$ cat config.mk
export PLATFORM = sky130hd
export DESIGN_NAME = fp_mul_arbiter_flat
export DESIGN_NICKNAME = d
export VERILOG_FILES = /design/src/rtl/fp_mul_pkg.sv /design/src/rtl/fp_mul_arbiter_if.sv /design/src/rtl/fp_mul_arbiter_floating_mul.sv /design/src/rtl/fp_mul_arbiter.sv /design/src/flat_wrapper.sv
export SDC_FILE = /design/constraint.sdc
export NUM_CORES = 2
export LEC_CHECK = 0
export CORE_MARGIN = 3
export CORE_UTILIZATION = 55
export CTS_BUF_LIST = sky130_fd_sc_hd__clkbuf_4 sky130_fd_sc_hd__clkbuf_8
export DETAILED_ROUTE_END_ITERATION = 16
export MAX_ROUTING_LAYER = met4
export PLACE_DENSITY = 0.82
export SLEW_MARGIN = 20
export SYNTH_ARGS = -nofsm -noshare
export SYNTH_HDL_FRONTEND = slang
export SYNTH_SLANG_ARGS = --single-unit
$ cat constraint.sdc
create_clock -name clk -period 12.4 [get_ports clk]
set_input_delay 1.86 -clock clk [delete_from_list [all_inputs] [get_ports clk]]
set_output_delay 1.86 -clock clk [all_outputs]
set_load 0.01 [all_outputs]
$ cat src/rtl/fp_mul_pkg.sv
// Shared types and constants for the FP multiplier arbiter slice.
package fp_mul_pkg;

    typedef logic [31:0] fp32_t;

    typedef enum logic [1:0] {
        IDLE = 2'd0,
        EXEC = 2'd1,
        RESP = 2'd2
    } fpm_state_e;

    localparam fp32_t FP_ZERO = 32'h0000_0000;
    localparam fp32_t FP_ONE  = 32'h3f80_0000;
    localparam fp32_t FP_INF  = 32'h7f80_0000;

endpackage

$ cat src/rtl/fp_mul_arbiter_if.sv
// Requester-side bundle: operand request handshake, product response
// handshake and arbiter status.
interface fp_mul_arbiter_if
    import fp_mul_pkg::*;
#(
    parameter int N_REQ = 4
);

    logic  [N_REQ-1:0]         req_valid;
    fp32_t [N_REQ-1:0]         req_a;
    fp32_t [N_REQ-1:0]         req_b;
    logic  [N_REQ-1:0]         req_ready;
    logic  [N_REQ-1:0]         resp_valid;
    fp32_t                     resp_y;
    logic  [N_REQ-1:0]         resp_ready;
    logic                      busy;
    logic  [$clog2(N_REQ)-1:0] grant_id;

    // Arbiter side
    modport slave (
        input  req_valid, req_a, req_b, resp_ready,
        output req_ready, resp_valid, resp_y, busy, grant_id
    );

    // Requester side
    modport master (
        output req_valid, req_a, req_b, resp_ready,
        input  req_ready, resp_valid, resp_y, busy, grant_id
    );

endinterface

$ cat src/rtl/fp_mul_arbiter_floating_mul.sv
// Combinational IEEE-754 single-precision multiplier. Subnormal inputs are
// treated as zero, results round to nearest-even, overflow saturates to
// infinity and underflow flushes to signed zero.
module Floating_mul
    import fp_mul_pkg::*;
(
    input  fp32_t a,
    input  fp32_t b,
    output fp32_t y
);

    logic        sy_s;
    logic [7:0]  ea_s;
    logic [7:0]  eb_s;
    logic        a_nan_s, b_nan_s, a_inf_s, b_inf_s, a_zero_s, b_zero_s;
    logic [47:0] prod_s;
    logic signed [9:0] exp_s;
    logic [22:0] mant_s;
    logic        guard_s;
    logic        sticky_s;
    logic [23:0] rnd_s;

    assign sy_s     = a[31] ^ b[31];
    assign ea_s     = a[30:23];
    assign eb_s     = b[30:23];
    assign a_nan_s  = (ea_s == 8'hff) && (a[22:0] != 23'd0);
    assign b_nan_s  = (eb_s == 8'hff) && (b[22:0] != 23'd0);
    assign a_inf_s  = (ea_s == 8'hff) && (a[22:0] == 23'd0);
    assign b_inf_s  = (eb_s == 8'hff) && (b[22:0] == 23'd0);
    assign a_zero_s = (ea_s == 8'h00);
    assign b_zero_s = (eb_s == 8'h00);

    // Significand product, normalisation, rounding and special-case selection
    always_comb begin
        prod_s = 48'({1'b1, a[22:0]}) * 48'({1'b1, b[22:0]});
        exp_s  = $signed({2'b00, ea_s}) + $signed({2'b00, eb_s}) - 10'sd127;
        if (prod_s[47]) begin
            mant_s   = prod_s[46:24];
            guard_s  = prod_s[23];
            sticky_s = |prod_s[22:0];
            exp_s    = exp_s + 10'sd1;
        end else begin
            mant_s   = prod_s[45:23];
            guard_s  = prod_s[22];
            sticky_s = |prod_s[21:0];
        end
        rnd_s = {1'b0, mant_s} + {23'd0, guard_s & (sticky_s | mant_s[0])};
        if (rnd_s[23]) begin
            exp_s = exp_s + 10'sd1;
        end else begin
            exp_s = exp_s;
        end

        if (a_nan_s || b_nan_s || (a_inf_s && b_zero_s) || (a_zero_s && b_inf_s)) begin
            y = 32'h7fc0_0000;
        end else if (a_inf_s || b_inf_s) begin
            y = {sy_s, FP_INF[30:0]};
        end else if (a_zero_s || b_zero_s) begin
            y = {sy_s, FP_ZERO[30:0]};
        end else if (exp_s >= 10'sd255) begin
            y = {sy_s, FP_INF[30:0]};
        end else if (exp_s <= 10'sd0) begin
            y = {sy_s, FP_ZERO[30:0]};
        end else begin
            y = {sy_s, exp_s[7:0], rnd_s[22:0]};
        end
    end

endmodule

$ cat src/rtl/fp_mul_arbiter.sv
// Round-robin arbiter sharing one Floating_mul among N_REQ requesters.
// One transaction in flight: IDLE (grant) -> EXEC (multiply) -> RESP (return).
module fp_mul_arbiter
    import fp_mul_pkg::*;
#(
    parameter int N_REQ = 4
)(
    input  logic              clk,
    input  logic              rst_n,
    fp_mul_arbiter_if.slave   bus
);

    localparam int IDW = $clog2(N_REQ);

    typedef struct packed {
        logic           found;
        logic [IDW-1:0] idx;
    } pick_t;

    // First valid requester after `last`, wrapping modulo N_REQ. Scanning
    // from the farthest candidate down lets the nearest one overwrite.
    function automatic pick_t rr_pick(input logic [N_REQ-1:0] valid,
                                      input logic [IDW-1:0]   last);
        pick_t          p;
        logic [IDW-1:0] cand;
        p.found = 1'b0;
        p.idx   = '0;
        for (int k = N_REQ; k >= 1; k--) begin
            cand = IDW'((int'(last) + k) % N_REQ);
            if (valid[cand]) begin
                p.found = 1'b1;
                p.idx   = cand;
            end
        end
        return p;
    endfunction

    fpm_state_e     state_r, state_next_s;
    logic [IDW-1:0] last_grant_r;
    logic [IDW-1:0] grant_id_r;
    fp32_t          op_a_r, op_b_r, result_r;
    fp32_t          mul_y_s;
    logic           busy_r;
    pick_t          pick_s;
    logic [N_REQ-1:0] req_ready_s;
    logic [N_REQ-1:0] resp_valid_s;

    assign pick_s = rr_pick(bus.req_valid, last_grant_r);

    Floating_mul u_mul (
        .a (op_a_r),
        .b (op_b_r),
        .y (mul_y_s)
    );

    // Next-state selection for the grant/execute/respond sequence
    always_comb begin
        state_next_s = state_r;
        case (state_r)
            IDLE: begin
                if (pick_s.found) state_next_s = EXEC;
                else              state_next_s = IDLE;
            end
            EXEC: state_next_s = RESP;
            RESP: begin
                if (bus.resp_ready[grant_id_r]) state_next_s = IDLE;
                else                            state_next_s = RESP;
            end
            default: state_next_s = IDLE;
        endcase
    end

    // Grant is combinational so the winner sees ready in its valid cycle;
    // held at zero while reset is asserted.
    always_comb begin
        req_ready_s = '0;
        if (rst_n && (state_r == IDLE) && pick_s.found) begin
            req_ready_s[pick_s.idx] = 1'b1;
        end else begin
            req_ready_s = '0;
        end
    end

    // Response strobe goes only to the granted requester
    always_comb begin
        resp_valid_s = '0;
        if (state_r == RESP) begin
            resp_valid_s[grant_id_r] = 1'b1;
        end else begin
            resp_valid_s = '0;
        end
    end

    // State, captured operands/result, grant bookkeeping and busy flag
    always_ff @(posedge clk or negedge rst_n) begin
        if (!rst_n) begin
            state_r      <= IDLE;
            last_grant_r <= IDW'(N_REQ - 1);
            grant_id_r   <= '0;
            op_a_r       <= FP_ZERO;
            op_b_r       <= FP_ZERO;
            result_r     <= FP_ZERO;
            busy_r       <= 1'b0;
        end else begin
            state_r <= state_next_s;
            busy_r  <= (state_next_s != IDLE);
            if ((state_r == IDLE) && pick_s.found) begin
                op_a_r     <= bus.req_a[pick_s.idx];
                op_b_r     <= bus.req_b[pick_s.idx];
                grant_id_r <= pick_s.idx;
            end
            if (state_r == EXEC) begin
                result_r <= mul_y_s;
            end
            if ((state_r == RESP) && bus.resp_ready[grant_id_r]) begin
                last_grant_r <= grant_id_r;
            end
        end
    end

    assign bus.req_ready  = req_ready_s;
    assign bus.resp_valid = resp_valid_s;
    assign bus.resp_y     = result_r;
    assign bus.busy       = busy_r;
    assign bus.grant_id   = grant_id_r;

endmodule

$ cat src/flat_wrapper.sv
// flat-port wrapper written by rule: the top's interface ports become plain ports
module fp_mul_arbiter_flat import fp_mul_pkg::*;
#(
    parameter int N_REQ = 4
)
  (clk, rst_n, bus_req_valid, bus_req_a, bus_req_b, bus_resp_ready, bus_req_ready, bus_resp_valid, bus_resp_y, bus_busy, bus_grant_id);
  fp_mul_arbiter_if #(.N_REQ(N_REQ)) bus_i ();
  input  logic clk;
  input  logic rst_n;
  input wire logic [$bits(bus_i.req_valid)-1:0] bus_req_valid;
  input wire logic [$bits(bus_i.req_a)-1:0] bus_req_a;
  input wire logic [$bits(bus_i.req_b)-1:0] bus_req_b;
  input wire logic [$bits(bus_i.resp_ready)-1:0] bus_resp_ready;
  output wire logic [$bits(bus_i.req_ready)-1:0] bus_req_ready;
  output wire logic [$bits(bus_i.resp_valid)-1:0] bus_resp_valid;
  output wire logic [$bits(bus_i.resp_y)-1:0] bus_resp_y;
  output wire logic [$bits(bus_i.busy)-1:0] bus_busy;
  output wire logic [$bits(bus_i.grant_id)-1:0] bus_grant_id;
  assign bus_i.req_valid = bus_req_valid;
  assign bus_i.req_a = bus_req_a;
  assign bus_i.req_b = bus_req_b;
  assign bus_i.resp_ready = bus_resp_ready;
  assign bus_req_ready = bus_i.req_ready;
  assign bus_resp_valid = bus_i.resp_valid;
  assign bus_resp_y = bus_i.resp_y;
  assign bus_busy = bus_i.busy;
  assign bus_grant_id = bus_i.grant_id;
  fp_mul_arbiter #(.N_REQ(N_REQ)) u_core (.clk(clk), .rst_n(rst_n), .bus(bus_i));
endmodule
# Word level (Yosys, flattened, before mapping)
# Cells that the tools add are included.
dict set report op_classes {
  eq_ne 4
  n_reduce_logical 27
  order_cmp 10
  mul 1
  muxes 37
  n_bitwise 3
  add_sub_neg 9
}
# op n
set ops {}
lappend ops {{$bmux 32 s2} 2}
lappend ops {{$mux 31} 4}
lappend ops {{$mux 32} 3}
lappend ops {{$mul 24x24->48} 1}
lappend ops {{$logic_not 23->1} 2}
lappend ops {{$reduce_bool 23->1} 2}
lappend ops {{$add 23x1->24} 1}
lappend ops {{$mux 23} 1}
lappend ops {{$reduce_or 23->1} 1}
lappend ops {{$reduce_or 22->1} 1}
lappend ops {{$add 10x2->10 const B} 2}
lappend ops {{$mux 10} 2}
lappend ops {{$lt 2x3->1 const B} 6}
lappend ops {{$eq 8x8->1 const B} 2}
lappend ops {{$logic_not 8->1} 2}
lappend ops {{$logic_and 1x1->1} 12}
lappend ops {{$mux 3} 4}
lappend ops {{$bmux 1 s2} 5}
lappend ops {{$ge 10x9->1 const B} 1}
lappend ops {{$le 10x1->1 const B} 1}
lappend ops {{$mux 1} 10}
lappend ops {{$sub 9x7->10 const B} 1}
lappend ops {{$add 8x8->9} 1}
lappend ops {{$mux 4} 2}
lappend ops {{14 further kinds} 22}
dict set report word_totals {
  out_inout_bits 43
  input_bits 266
  regBits 103
  elab_cells 98
}

# Logic depth before layout (Yosys ltp)
dict set report logic_depth {
  word_depth 13
  mapped_depth 41
  mapped_depth_nobuf 34
}

# Modules after synthesis
# From an unflattened synthesis, not the netlist that was laid out.
dict set report hier_totals {
  hier_cells 3368
  hier_area_um2 28728.8
}
# module n_inst cells_per_inst seq_area_each_um2 area_per_inst_um2
set by_module_without_submodules {}
lappend by_module_without_submodules {Floating_mul 1 2745 0.0 22571.6}
lappend by_module_without_submodules {fp_mul_arbiter 1 623 2580.0 6157.2}

# Worst setup path after synthesis
# Ideal clock, no wire load.
dict set report synth_timing {
  kind {register to register}
  startpoint {register u_core.op_b_r[4]}
  endpoint {register u_core.result_r[20], in the netlist u_core.bus.resp_y[20]}
  synth_period_minus_slack_ns 9.971
  path_buffers 8
  slack_ns 2.429
  arrival_ns 9.851
  setup_ns 0.121
  t_required_ns 12.279
  stages_incl_launch_ff 42
  path_cell_list {dfrtp_1 > clkbuf_1 > clkbuf_1 > nand2_1 > fa_1 > inv_1 > fa_1 > inv_1 > fa_1 > inv_1 > fa_1 > inv_1 > fa_1 > inv_1 > fa_1 > inv_1 > fa_1 > inv_1 > (+6 left out) > nor4_2 > or2_1 > buf_6 > clkbuf_1 > clkbuf_1 > buf_1 > buf_6 > a21oi_1 > nor2_1 > ha_1 > and4b_1 > nand4_1 > or4_1 > nor4_1 > nor2b_1 > nand3_1 > xnor2_1 > a22o_1}
}
dict set report synth_between {
  elab_chain_len 13
  elab_cells_between_ends 28
  cone_classes {add/sub: 2; mul: 1; order compare: 2; mux: 10; bitwise: 2; reduce/logical: 11}
}
# item line_no
set synth_rtl {}
lappend synth_rtl {{start: declaration} fp_mul_arbiter.sv:41} ;# fp32_t op_a_r, op_b_r, result_r;
lappend synth_rtl {{start signal: assignment} fp_mul_arbiter.sv:109} ;# op_b_r <= bus.req_b[pick_s.idx];
lappend synth_rtl {{$mul 24x24->48} fp_mul_arbiter_floating_mul.sv:35} ;# prod_s = 48'({1'b1, a[22:0]}) * 48'({1'b1, b[22:0]});
lappend synth_rtl {{$reduce_or 23->1 or $reduce_or 22->1 (tied branches)} {fp_mul_arbiter_floating_mul.sv:40, fp_mul_arbiter_floating_mul.sv:45}}
lappend synth_rtl {{$mux 1} fp_mul_arbiter_floating_mul.sv:37} ;# if (prod_s[47]) begin
lappend synth_rtl {{$or 1x1->1} fp_mul_arbiter_floating_mul.sv:47} ;# rnd_s = {1'b0, mant_s} + {23'd0, guard_s & (sticky_s | mant_s[0])};
lappend synth_rtl {{$and 1x1->1} fp_mul_arbiter_floating_mul.sv:47}
lappend synth_rtl {{$add 23x1->24} fp_mul_arbiter_floating_mul.sv:47}
lappend synth_rtl {{$mux 10} fp_mul_arbiter_floating_mul.sv:48} ;# if (rnd_s[23]) begin
lappend synth_rtl {{$le 10x1->1} fp_mul_arbiter_floating_mul.sv:62} ;# end else if (exp_s <= 10'sd0) begin
lappend synth_rtl {{$mux 31} fp_mul_arbiter_floating_mul.sv:62}
lappend synth_rtl {{$mux 31} fp_mul_arbiter_floating_mul.sv:60} ;# end else if (exp_s >= 10'sd255) begin
lappend synth_rtl {{$mux 31} fp_mul_arbiter_floating_mul.sv:58} ;# end else if (a_zero_s || b_zero_s) begin
lappend synth_rtl {{$mux 31} fp_mul_arbiter_floating_mul.sv:56} ;# end else if (a_inf_s || b_inf_s) begin
lappend synth_rtl {{$mux 32 (*)} fp_mul_arbiter_floating_mul.sv:54} ;# if (a_nan_s || b_nan_s || (a_inf_s && b_zero_s) || (a_zero_s && b_inf_s)) begin
lappend synth_rtl {{end signal: assignment} fp_mul_arbiter.sv:113} ;# result_r <= mul_y_s;
lappend synth_rtl {{end: declaration} fp_mul_arbiter.sv:41}
# Every way passes the cells marked *; elsewhere a longest branch is shown, timed or not.
# A chain may end at the register's enable or synchronous reset.

# Final worst setup path
dict set report layout_timing {
  startpoint {register u_core.op_b_r[8]}
  endpoint {register u_core.result_r[10], in the netlist u_core.bus.resp_y[10]}
}
# Same word-level chain as after synthesis.

==> report_table.html <==
<table>
<tr><th>Metric</th><th>Value</th></tr>
<tr><th colspan="2">Synth</th></tr>
<tr><td>Top cells by area in the synthesized netlist</td><td>sky130_fd_sc_hd__fa_1 34%, sky130_fd_sc_hd__nand2_1 9.8%, sky130_fd_sc_hd__dfrtp_1 9.0%</td></tr>
<tr><td>Xor/xnor cell area share of the yosys netlist</td><td>under 10%</td></tr>
<tr><td>EDFF count, synth</td><td>0</td></tr>
<tr><td>Distinct cell type count of the synthesized netlist</td><td>101</td></tr>
<tr><td>Primary FF master, synth</td><td>sky130_fd_sc_hd__dfrtp_1</td></tr>
<tr><td>Cell Area, Synth</td><td>28,050 um^2</td></tr>
<tr><td>Post-synth top area share</td><td>between 30% and 40%</td></tr>
<tr><td>Syn Inst Count</td><td>3,505</td></tr>
<tr><td>Post-synthesis mux area share</td><td>0.8163%</td></tr>
<tr><td>Count of state elements after synthesis</td><td>103</td></tr>
<tr><td>Synth Area in Simple Gates</td><td>a little under a quarter</td></tr>
<tr><td>Largest family of logic cells by synthesized area</td><td>adder cells</td></tr>
<tr><td>Average cell area after synthesis</td><td>8.003 um^2</td></tr>
<tr><td>Ys async rst share</td><td>between 90% and 100%</td></tr>
<tr><td>YS warnings</td><td>0</td></tr>
<tr><td>Synthesized netlist net count</td><td>4,445</td></tr>
<tr><td>Adder and majority cell fraction of the synthesized area</td><td>42.99%</td></tr>
<tr><td>Sequential-to-total area share from yosys stat</td><td>a little under a tenth</td></tr>
<tr><td>Largest area contributor in the netlist</td><td>sky130_fd_sc_hd__fa_1</td></tr>
<tr><td>Compound-gate portion of the synthesized area</td><td>10.19%</td></tr>
<tr><th colspan="2">Worst setup path</th></tr>
<tr><td>Setup crit start kind</td><td>flip-flop</td></tr>
<tr><td>Setup crit start</td><td>u_core.op_b_r[8]</td></tr>
<tr><td>Crit path required time</td><td>12.77 ns</td></tr>
<tr><td>Worst reg2reg path startpoint</td><td>u_core.op_b_r[8]</td></tr>
<tr><td>CP top delay family</td><td>adder cells</td></tr>
<tr><td>CP max stage delay</td><td>0.74 ns</td></tr>
<tr><td>Worst path buffer plus inverter count</td><td>9</td></tr>
<tr><td>Crit path max-delay cell type</td><td>sky130_fd_sc_hd__dfrtp_1</td></tr>
<tr><td>Setup CP Type</td><td>flip-flop to flip-flop</td></tr>
<tr><td>Crit path DAT</td><td>11.48 ns</td></tr>
<tr><td>Setup crit end kind</td><td>flip-flop</td></tr>
<tr><td>Max FO, Critical Path</td><td>26</td></tr>
<tr><td>Cell mode on critical path</td><td>sky130_fd_sc_hd__fa_1</td></tr>
<tr><th colspan="2">Route</th></tr>
<tr><td>Post-route ant nets</td><td>0</td></tr>
<tr><td>DRC violations left</td><td>0</td></tr>
<tr><td>DRC violation total after the first TritonRoute iteration</td><td>2,151</td></tr>
<tr><td>Total via count after detailed routing</td><td>24,979</td></tr>
<tr><td>Avg Vias per Cell</td><td>5.762</td></tr>
<tr><td>Total iterations of the first detailed-routing run</td><td>8</td></tr>
<tr><td>Wire length per cell</td><td>19.94 um</td></tr>
<tr><td>Routed WL</td><td>86,420 um</td></tr>
<tr><th colspan="2">Timing</th></tr>
<tr><td>Final worst setup slack</td><td>around 1.3 ns</td></tr>
<tr><td>Slew @ Worst Pin</td><td>1.229 ns</td></tr>
<tr><td>Fin. Hold Viols</td><td>0</td></tr>
<tr><td>Highest clock frequency the design can meet</td><td>0.09002 GHz</td></tr>
<tr><td>Setup repair after global routing missed its margin</td><td>no</td></tr>
<tr><td>Sum Neg Setup Slack</td><td>0 ns</td></tr>
<tr><td>Count of endpoints failing setup in the final report</td><td>0</td></tr>
<tr><td>Share of the clock period used by the worst path</td><td>89.59%</td></tr>
<tr><td>Post-layout min period</td><td>11.11 ns</td></tr>
<tr><td>Clock Skews</td><td>0.02427 ns</td></tr>
<tr><td>Relative max-transition margin</td><td>18.05%</td></tr>
<tr><td>Hold WS</td><td>0.5145 ns</td></tr>
<tr><td>Count of pins over their slew limit</td><td>0</td></tr>
<tr><th colspan="2">Hold path</th></tr>
<tr><td>Hold Crit Start</td><td>u_core.bus.resp_y[10]</td></tr>
<tr><td>Hold crit path type</td><td>flip-flop to flip-flop</td></tr>
<tr><th colspan="2">Clock network</th></tr>
<tr><td>Clock latency reported for the late side of the worst-skew pair</td><td>0.44 ns</td></tr>
<tr><td>Post-CTS Hold Fix Bufs</td><td>0</td></tr>
<tr><td>Clock transition at the registers of the reported paths</td><td>0.13 ns</td></tr>
<tr><td>Total clock sinks</td><td>103</td></tr>
<tr><td>Number of CTS-inserted buffers</td><td>9</td></tr>
<tr><td>H-tree levels</td><td>3</td></tr>
<tr><td>CTS resizes</td><td>0</td></tr>
<tr><td>CTS max path bufs</td><td>2</td></tr>
<tr><td>Setup repair bufs after CTS</td><td>0</td></tr>
<tr><td>Clock tree from TritonCTS</td><td>built</td></tr>
<tr><td>Cell at the root of the clock tree</td><td>sky130_fd_sc_hd__clkbuf_8</td></tr>
<tr><th colspan="2">Floorplanning</th></tr>
<tr><td>Overall die height</td><td>231.8 um</td></tr>
<tr><td>Horizontal die dimension</td><td>around 230 um</td></tr>
<tr><td>Number of rows in the core area</td><td>82</td></tr>
<tr><td>Area of the core region</td><td>50,270 um^2</td></tr>
<tr><td>Number of top-level pins</td><td>309</td></tr>
<tr><td>Initial Util</td><td>55.79%</td></tr>
<tr><td>Die area</td><td>53,750 um^2</td></tr>
<tr><th colspan="2">Global routing</th></tr>
<tr><td>First-pass GRT wire length</td><td>138,300 um</td></tr>
<tr><td>Via count of the first global-routing pass</td><td>about 26,000</td></tr>
<tr><td>GRT Overall Usage</td><td>34.09%</td></tr>
<tr><td>Pin count of the biggest net entering global routing</td><td>between 100 and 150</td></tr>
<tr><td>Residual overflow from global routing</td><td>0</td></tr>
<tr><td>Initial antenna violation count</td><td>2</td></tr>
<tr><th colspan="2">Placement</th></tr>
<tr><td>Post-placement cell count</td><td>4,317</td></tr>
<tr><td>Count of input and output buffers</td><td>308</td></tr>
<tr><td>Post-Place Setup Slack</td><td>roughly 1.6 ns</td></tr>
<tr><td>Gp weighted congestion</td><td>1.015</td></tr>
<tr><td>Post-DP HPWL</td><td>68,870 um</td></tr>
<tr><th colspan="2">Final layout</th></tr>
<tr><td>Post-layout instance count excluding filler cells</td><td>around 4,300</td></tr>
<tr><td>Share of final-layout standard cells stronger than drive strength 1</td><td>2.540%</td></tr>
<tr><td>Filler cell count</td><td>4,345</td></tr>
<tr><td>Sequential cell area</td><td>around 2600 um^2</td></tr>
<tr><td>Multi-input gate area in the final layout</td><td>22,400 um^2</td></tr>
<tr><td>Area added between synthesis and finish</td><td>12.72%</td></tr>
<tr><td>Final net count</td><td>4,596</td></tr>
<tr><th colspan="2">Run status</th></tr>
<tr><td>Status</td><td>finished clean</td></tr>
<tr><th colspan="2">Run</th></tr>
<tr><td>Maximum Capacitance Violations</td><td>0</td></tr>
</table>
[cells by family (layout without fill, tap and decap cells)]
| family | Yosys count | count (layout) |
|---|---|---|
| AO/OA/AOI/OAI | 439 | 439 |
| XOR/XNOR | 78 | 78 |
| adder cells (fa/ha/maj) | 674 | 674 |
| buffers and inverters | 801 | 957 |
| flip-flops | 103 | 103 |
| multiplexers | 21 | 21 |
| other | 0 | 2 |
| AND/OR/NAND/NOR | 1389 | 1389 |
[cell usage in the layout (no fill, tap or decap), types with 29 or more instances in the layout]
cell / netlist / final
sky130_fd_sc_hd__a21oi_1: 76 / 75
sky130_fd_sc_hd__nor3_1: 29 / 29
sky130_fd_sc_hd__nand3_1: 91 / 91
sky130_fd_sc_hd__clkdlybuf4s50_1: 0 / 307
sky130_fd_sc_hd__o211ai_1: 31 / 31
sky130_fd_sc_hd__inv_1: 601 / 601
sky130_fd_sc_hd__nand2_1: 736 / 736
sky130_fd_sc_hd__nor2_1: 128 / 127
sky130_fd_sc_hd__xnor2_1: 50 / 50
sky130_fd_sc_hd__ha_1: 191 / 191
sky130_fd_sc_hd__dfrtp_1: 101 / 100
sky130_fd_sc_hd__and2_1: 252 / 252
sky130_fd_sc_hd__o21ai_0: 159 / 159
sky130_fd_sc_hd__fa_1: 483 / 483
[worst paths after layout]
kind / end / slack, ns / cells past startpoint
worst max register to register: u_core.bus.resp_y[10] / 1.29 / 30
worst min-delay path: u_core.bus.resp_y[10] / 0.51 / 1
worst max-delay path: u_core.bus.resp_y[10] / 1.29 / 30
min in group asynchronous: u_core.bus.resp_y[3] / 1.43 / 1
worst min register to register: u_core.bus.resp_y[10] / 0.51 / 1
max in group asynchronous: u_core.op_b_r[13] / 9.66 / 2
[layout make-up]
| cell class | instances | area share, % |
|---|---|---|
| flip-flops and latches | 103 | 8.164 |
| clock buffers | 9 | 0.3918 |
| multi-input cells | 2601 | 70.85 |
| diodes | 2 | 0.01583 |
| inverters | 606 | 7.194 |
| repair buffers | 335 | 10.38 |
| well taps | 672 | 2.659 |
| clock inverters | 7 | 0.3443 |
[layer usage]
| metal | vias up | share of wire [%] | global-route usage (%) |
|---|---|---|---|
| met2 | 1385 | 47 | 54.94 |
| met5 | - | 0 | - |
| met4 | 0 | 7.7 | 21.38 |
| met1 | 11990 | 36 | 38.98 |
| met3 | 362 | 9.1 | 7.115 |
| li1 | 11242 | - | - |
[cell usage after synthesis (6+ instances only)]
master	count
sky130_fd_sc_hd__xor2_1	28
sky130_fd_sc_hd__xnor2_1	50
sky130_fd_sc_hd__and3_1	14
sky130_fd_sc_hd__inv_1	601
sky130_fd_sc_hd__mux2i_1	15
sky130_fd_sc_hd__nand4_1	28
sky130_fd_sc_hd__o21bai_1	12
sky130_fd_sc_hd__a211o_1	9
sky130_fd_sc_hd__a21oi_1	76
sky130_fd_sc_hd__nor4_1	26
sky130_fd_sc_hd__clkbuf_1	157
sky130_fd_sc_hd__nor2_1	128
sky130_fd_sc_hd__a211oi_1	16
sky130_fd_sc_hd__ha_1	191
sky130_fd_sc_hd__nand2_1	736
sky130_fd_sc_hd__and2_1	252
sky130_fd_sc_hd__nor3_1	29
sky130_fd_sc_hd__or4_1	6
sky130_fd_sc_hd__o21ai_0	159
sky130_fd_sc_hd__buf_2	12
sky130_fd_sc_hd__o21ai_1	15
sky130_fd_sc_hd__o21a_1	10
sky130_fd_sc_hd__o211ai_1	31
sky130_fd_sc_hd__or3_1	9
sky130_fd_sc_hd__nand2b_1	12
sky130_fd_sc_hd__and4_1	6
sky130_fd_sc_hd__dfrtp_1	101
sky130_fd_sc_hd__nand3_1	91
sky130_fd_sc_hd__buf_1	11
sky130_fd_sc_hd__buf_6	9
sky130_fd_sc_hd__nor2b_1	12
sky130_fd_sc_hd__a31oi_1	10
sky130_fd_sc_hd__a21o_1	14
sky130_fd_sc_hd__a22o_1	20
sky130_fd_sc_hd__fa_1	483
[registers in the layout (all words and copies together) (netlist names)]
register / flops
u_core.op_a_r: 32
u_core.bus.grant_id: 2
u_core.bus.busy: 1
u_core.bus.resp_y: 32
u_core.last_grant_r: 2
u_core.op_b_r: 32
u_core.state_r: 2
[per-stage QoR]
stage / utilization, % / cell area (um^2)
floorplan: - / 28050
global placement: 62.42 / 31380
detailed placement: 62.42 / 31380
CTS: 62.88 / 31610
global route: 62.89 / 31620
finish: 62.89 / 31620
Power is left out: the tool's default activity adds up to more than one toggle a clock period on the data nets, which glitch-free logic cannot reach.
